===== config.mk =====
export PLATFORM = sky130hd
export DESIGN_NAME = serial_subtractor
export DESIGN_NICKNAME = d
export VERILOG_FILES = /design/src/rtl/serial_subtractor_pkg.sv /design/src/rtl/serial_subtractor_full_subtractor.sv /design/src/rtl/serial_subtractor.sv
export SDC_FILE = /design/constraint.sdc
export NUM_CORES = 1
export LEC_CHECK = 0
export BUFFER_PORTS_ARGS = -buffer_cell sky130_fd_sc_hd__buf_2
export CAP_MARGIN = 20
export CORE_MARGIN = 2
export CORE_UTILIZATION = 50
export CTS_BUF_LIST = sky130_fd_sc_hd__clkbuf_16
export DETAILED_ROUTE_END_ITERATION = 8
export HOLD_SLACK_MARGIN = 0.12
export PLACE_DENSITY = 0.76
export SYNTH_ARGS = -nofsm -noshare
export SYNTH_HDL_FRONTEND = slang
export SYNTH_SLANG_ARGS = --single-unit

===== constraint.sdc =====
create_clock -name clk -period 1.5 [get_ports clk]
set_input_delay 0.075 -clock clk [delete_from_list [all_inputs] [get_ports clk]]
set_output_delay 0.075 -clock clk [all_outputs]
set_load 0.1 [all_outputs]

===== src/rtl/serial_subtractor_pkg.sv =====
// Shared types for the bit-serial subtractor.
package serial_subtractor_pkg;

    typedef enum logic [1:0] {
        IDLE = 2'd0,
        RUN  = 2'd1,
        DONE = 2'd2
    } state_t;

endpackage


===== src/rtl/serial_subtractor_full_subtractor.sv =====
// One-bit full subtractor: difference and borrow of a - b - borrow_in.
module full_subtractor
    import serial_subtractor_pkg::*;
(
    input  logic a,
    input  logic b,
    input  logic borrow_in,
    output logic difference,
    output logic borrow_out
);

    // Purely combinational subtract cell
    always_comb begin
        difference = a ^ b ^ borrow_in;
        borrow_out = (~a & b) | (~(a ^ b) & borrow_in);
    end

endmodule


===== src/rtl/serial_subtractor.sv =====
// Bit-serial subtractor: a - b computed LSB first, one bit per clock.
//
// state | meaning
// IDLE  | waiting for start
// RUN   | one bit processed per cycle, WIDTH cycles
// DONE  | single cycle, results valid, start may begin the next operation
module serial_subtractor
    import serial_subtractor_pkg::*;
#(
    parameter int WIDTH = 32
) (
    input  logic             clk,
    input  logic             rst,
    input  logic             start,
    input  logic [WIDTH-1:0] a,
    input  logic [WIDTH-1:0] b,
    output logic             busy,
    output logic             done,
    output logic [WIDTH-1:0] difference,
    output logic             borrow_out,
    output logic             overflow
);

    localparam int CW = (WIDTH > 1) ? $clog2(WIDTH) : 1;

    state_t           state_q, state_d;
    logic [WIDTH-1:0] a_sh_q, a_sh_d;
    logic [WIDTH-1:0] b_sh_q, b_sh_d;
    logic [WIDTH-1:0] res_q, res_d;
    logic             br_q, br_d;
    logic [CW-1:0]    cnt_q, cnt_d;
    logic             a_msb_q, a_msb_d;
    logic             b_msb_q, b_msb_d;
    logic [WIDTH-1:0] diff_q, diff_d;
    logic             bo_q, bo_d;
    logic             ov_q, ov_d;
    logic             busy_q, busy_d;
    logic             done_q, done_d;

    logic             fs_d;
    logic             fs_bo;
    logic [WIDTH-1:0] res_shift;

    full_subtractor u_fs (
        .a          (a_sh_q[0]),
        .b          (b_sh_q[0]),
        .borrow_in  (br_q),
        .difference (fs_d),
        .borrow_out (fs_bo)
    );

    // Next-state, datapath shifting and result capture
    always_comb begin
        state_d   = state_q;
        a_sh_d    = a_sh_q;
        b_sh_d    = b_sh_q;
        res_d     = res_q;
        br_d      = br_q;
        cnt_d     = cnt_q;
        a_msb_d   = a_msb_q;
        b_msb_d   = b_msb_q;
        diff_d    = diff_q;
        bo_d      = bo_q;
        ov_d      = ov_q;
        // new bit enters at the MSB end so after WIDTH shifts bit 0 is the LSB
        res_shift              = res_q >> 1;
        res_shift[WIDTH-1]     = fs_d;

        case (state_q)
            IDLE, DONE: begin
                if (start) begin
                    a_sh_d  = a;
                    b_sh_d  = b;
                    br_d    = 1'b0;
                    cnt_d   = CW'(WIDTH - 1);
                    a_msb_d = a[WIDTH-1];
                    b_msb_d = b[WIDTH-1];
                    state_d = RUN;
                end else begin
                    state_d = IDLE;
                end
            end
            RUN: begin
                res_d  = res_shift;
                br_d   = fs_bo;
                a_sh_d = a_sh_q >> 1;
                b_sh_d = b_sh_q >> 1;
                if (cnt_q == '0) begin
                    state_d = DONE;
                    diff_d  = res_shift;
                    bo_d    = fs_bo;
                    // last processed bit is the sign bit of the result
                    ov_d    = (a_msb_q != b_msb_q) && (fs_d != a_msb_q);
                end else begin
                    cnt_d = cnt_q - CW'(1);
                end
            end
            default: state_d = IDLE;
        endcase

        busy_d = (state_d == RUN);
        done_d = (state_d == DONE);
    end

    // State and datapath registers with synchronous reset
    always_ff @(posedge clk) begin
        if (rst) begin
            state_q <= IDLE;
            a_sh_q  <= '0;
            b_sh_q  <= '0;
            res_q   <= '0;
            br_q    <= 1'b0;
            cnt_q   <= '0;
            a_msb_q <= 1'b0;
            b_msb_q <= 1'b0;
            diff_q  <= '0;
            bo_q    <= 1'b0;
            ov_q    <= 1'b0;
            busy_q  <= 1'b0;
            done_q  <= 1'b0;
        end else begin
            state_q <= state_d;
            a_sh_q  <= a_sh_d;
            b_sh_q  <= b_sh_d;
            res_q   <= res_d;
            br_q    <= br_d;
            cnt_q   <= cnt_d;
            a_msb_q <= a_msb_d;
            b_msb_q <= b_msb_d;
            diff_q  <= diff_d;
            bo_q    <= bo_d;
            ov_q    <= ov_d;
            busy_q  <= busy_d;
            done_q  <= done_d;
        end
    end

    assign busy       = busy_q;
    assign done       = done_q;
    assign difference = diff_q;
    assign borrow_out = bo_q;
    assign overflow   = ov_q;

endmodule


==> impl_metrics.env <==
export IMPL_status="complete, no violations"
export IMPL_dp_slack_ns=-0.09943
export IMPL_rr_endpoint="cnt_q[3]"
export IMPL_skew_ns=0.007086
export IMPL_path_clk_slew_ns=0.06
export IMPL_max_slew_margin_pct=59.51
export IMPL_routed_wl_um=14750
export IMPL_min_from="start"
export IMPL_hpwl_um=8204
export IMPL_worstSetupStartpoint="cnt_q[0]"
export IMPL_final_period_utilization_pct=99.02
export IMPL_grt_overflow=0
export IMPL_ioPinCount=103
export IMPL_top_usage_layer="met2"
export IMPL_diodes=0
export IMPL_rsz0062_at_grt="yes"
export IMPL_drive_gt1_share_pct=22.52
export IMPL_gr_usage_met3_pct=6.124
export IMPL_clock_sinks=141
export IMPL_period_minus_slack_ns=1.485
export IMPL_p_comb_share_pct=16.5
export IMPL_die_h_um=111.0
export IMPL_p_switching_mw=2.700
export IMPL_grt_pass1_wl_um=24650
export IMPL_synth_warnings=0
export IMPL_hold_end="a_sh_q[0]"
export IMPL_clkPwrFrac_pct=42.1
export IMPL_fill_cells=856
export IMPL_die_x_um=111.0
export IMPL_portBuffers=102
export IMPL_cts_max_path_buffers=2
export IMPL_hold_class="in -> reg"
export IMPL_total_power_mw=10.02
export IMPL_hold_violations=0
export IMPL_mostFrequentLayoutCells="nand2_1 (190), dfxtp_1 (138), buf_2 (101), a21oi_1 (70), nor2_1 (66)"
export IMPL_cp_required_ns=1.77
export IMPL_arrival_ns=1.76
export IMPL_syn_nets=767
export IMPL_vias=5551
export IMPL_ys_ff_latch=141
export IMPL_syn_area_sq_mm=0.005722
export IMPL_powerDensity_mw_per_mm2=1283
export IMPL_total_leakage_power_nw=3.084
export IMPL_tns_ns=0
export IMPL_r2r_start="cnt_q[0]"
export IMPL_htree_levels=4
export IMPL_ant_nets=0
export IMPL_final_common_cell="nand2_1"
export IMPL_gr_usage_all_layers_pct=24.23
export IMPL_drt_iter0_markers=356
export IMPL_peakVddDrop_mv=0.7297
export IMPL_met1_usage_pct=28.15
export IMPL_hold_path_cell_count=4
export IMPL_antenna_found_initial=0
export IMPL_swShare_pct=26.95
export IMPL_drv_cap=0
export IMPL_worst_path_max_fanout=5
export IMPL_clockRootBuffer="clkbuf_16"
export IMPL_avgSynthCellArea_sq_um=8.197
export IMPL_initial_core_util_pct=50.76
export IMPL_critPathLaunchType="register"
export IMPL_slew_viol_final=0
export IMPL_grt_use_met2_pct=41.72
export IMPL_nets=922
export IMPL_synthCells=698
export IMPL_holdWs_ns=0.1336
export IMPL_power_frac_seq_pct=41.3
export IMPL_core_sq_mm=0.01127
export IMPL_fin_cells=1009
export IMPL_fmax_mhz=673.3
export IMPL_tightest_slew_ns=0.6073
export IMPL_dp_cells=908
export IMPL_cts_tree="done"
export IMPL_setup_viol=0
export IMPL_endpoint_kind="register"
export IMPL_clk_latency_ns=0.42
export IMPL_vias_per_cell=5.501
export IMPL_gp_congestion=0.7550
export IMPL_reg2reg_slack_ns=0.01
export IMPL_dr_pass1_iters=5
export IMPL_dieArea_sq_mm=0.01232
export IMPL_post_route_drc_count=0
export IMPL_area_growth_pct=36.41
export IMPL_fp_row_count=39
export IMPL_grt_pass1_vias=5449
export IMPL_worstRegToRegCells=5
export IMPL_cts_buffers=17
export IMPL_grt_start_max_net_pins=56
export IMPL_yosysSeqAreaShare_pct=49.33
export IMPL_worst_slack_ns=0.01475
export IMPL_p_int_mw=7.316
export IMPL_critPathKind="reg -> reg"
export IMPL_ys_types=36
export IMPL_wl_per_cell_um=14.62
==> Yosys cell counts <==
library cell    n  share of area, %
a2111oi_2       1              0.26
nor4_2          1              0.22
nor3b_1         1              0.13
ha_1            1              0.22
nor2_1         66               4.3
a21oi_2         1              0.15
a31o_1          1              0.15
or2_2           1              0.11
fa_1            1              0.35
clkbuf_2        2              0.17
o21ai_0         4              0.35
buf_1           2              0.13
nor3_1          5              0.44
nand2_1       190                12
and3b_1         1              0.15
a21oi_4         1              0.28
a211oi_1        3              0.39
a21oi_1        70               6.1
or4b_4          1              0.24
or3b_1          2              0.31
a311oi_1       65               9.9
nor3b_2         1              0.22
and3_1          1              0.11
and2b_2         1              0.15
dfxtp_1       141                49
clkbuf_1       15              0.98
nor2b_4         1              0.24
inv_1           5              0.33
o21ai_1        28               2.4
nand2b_1        2              0.22
nor3b_4         1              0.33
buf_6           8               1.6
buf_2          29               2.5
nand3_1        35               3.1
buf_4           8               1.0
clkbuf_8        2              0.48
==> cell type report <==
cell class                      instances  area [sq um]  share of cell area [%]
Sequential cell                       141          2826                   36.21
Tap cell                              143         178.9                   2.292
Inverter                                5         18.77                  0.2405
Multi-Input combinational cell        487          2565                   32.86
Clock buffer                           17         425.4                   5.450
Timing Repair Buffer                  201          1615                   20.70
Clock inverter                         15         175.2                   2.244
==> per-stage QoR <==
step	instance area (sq um)	util, %
floorplan	5761	-
global placement	6441	57.14
detailed placement	6441	57.14
CTS	7705	68.35
global route	7805	69.24
finish	7805	69.24
==> worst max-delay path, stage by stage (launching register included) <==
cell and delay [ns]:
dfxtp_2 0.32, inv_2 0.07, ha_4 0.13, or4b_4 0.51
a21oi_4 0.22, a2111oi_2 0.10
==> layer usage <==
layer | wire length, um | part of all wire (%)
met1 | 6221 | 42
met2 | 7315 | 50
met3 | 764 | 5.2
met4 | 453 | 3.1
met5 | 0 | 0
==> flip-flops by register name, indices dropped and copies added, names as in the netlist <==
register    count
busy            1
res_q          31
b_sh_q         32
cnt_q           5
br_q            1
borrow_out      1
difference     32
a_msb_q         1
overflow        1
a_sh_q         32
done            1
b_msb_q         1
state_q         2
==> power groups by stage <==
| stage | registers (mW) | clock network, mW | logic, mW |
|---|---|---|---|
| 6_report | 4.14 | 4.22 | 1.66 |
| 5_1_grt | 4.17 | 4.47 | 1.81 |
| 4_1_cts | 4.13 | 4.27 | 1.57 |
| 3_5_place_dp | 4.21 | 0 | 1.41 |
| 3_3_place_gp | 4.20 | 0 | 1.37 |
| 2_1_floorplan | 4.24 | 0 | 0.980 |
==> what timing repair did <==
item | 4_1_cts | 5_1_grt
hold buffers | 64 | 0
gates resized for setup | 6 | 16
pin swaps | 2 | 2
endpoints found under the setup margin | 21 | 39
gates cloned | 0 | 2
buffers inserted | 1 | 2
hold endpoints to repair | 66 | 0
==> kinds of logic after synthesis <==
group	Yosys count	share of synthesized area, %
flops	141	49.33
compound gates	174	20.12
fa+ha+maj	2	0.5685
simple gates	310	22.72
buf+inv	71	7.260
==> how the worst max path moves through the flow <==
stage,end,slack [ns],cells past startpoint
2_1_floorplan,difference[23],0.008,7
3_3_place_gp,overflow,-0.02,6
3_5_place_dp,difference[1],-0.1,6
4_1_cts,cnt_q[1],0.003,5
5_1_grt,overflow,-0.04,6
6_report,cnt_q[3],0.01,5
Note: power is estimated with default switching activity, not from simulation.
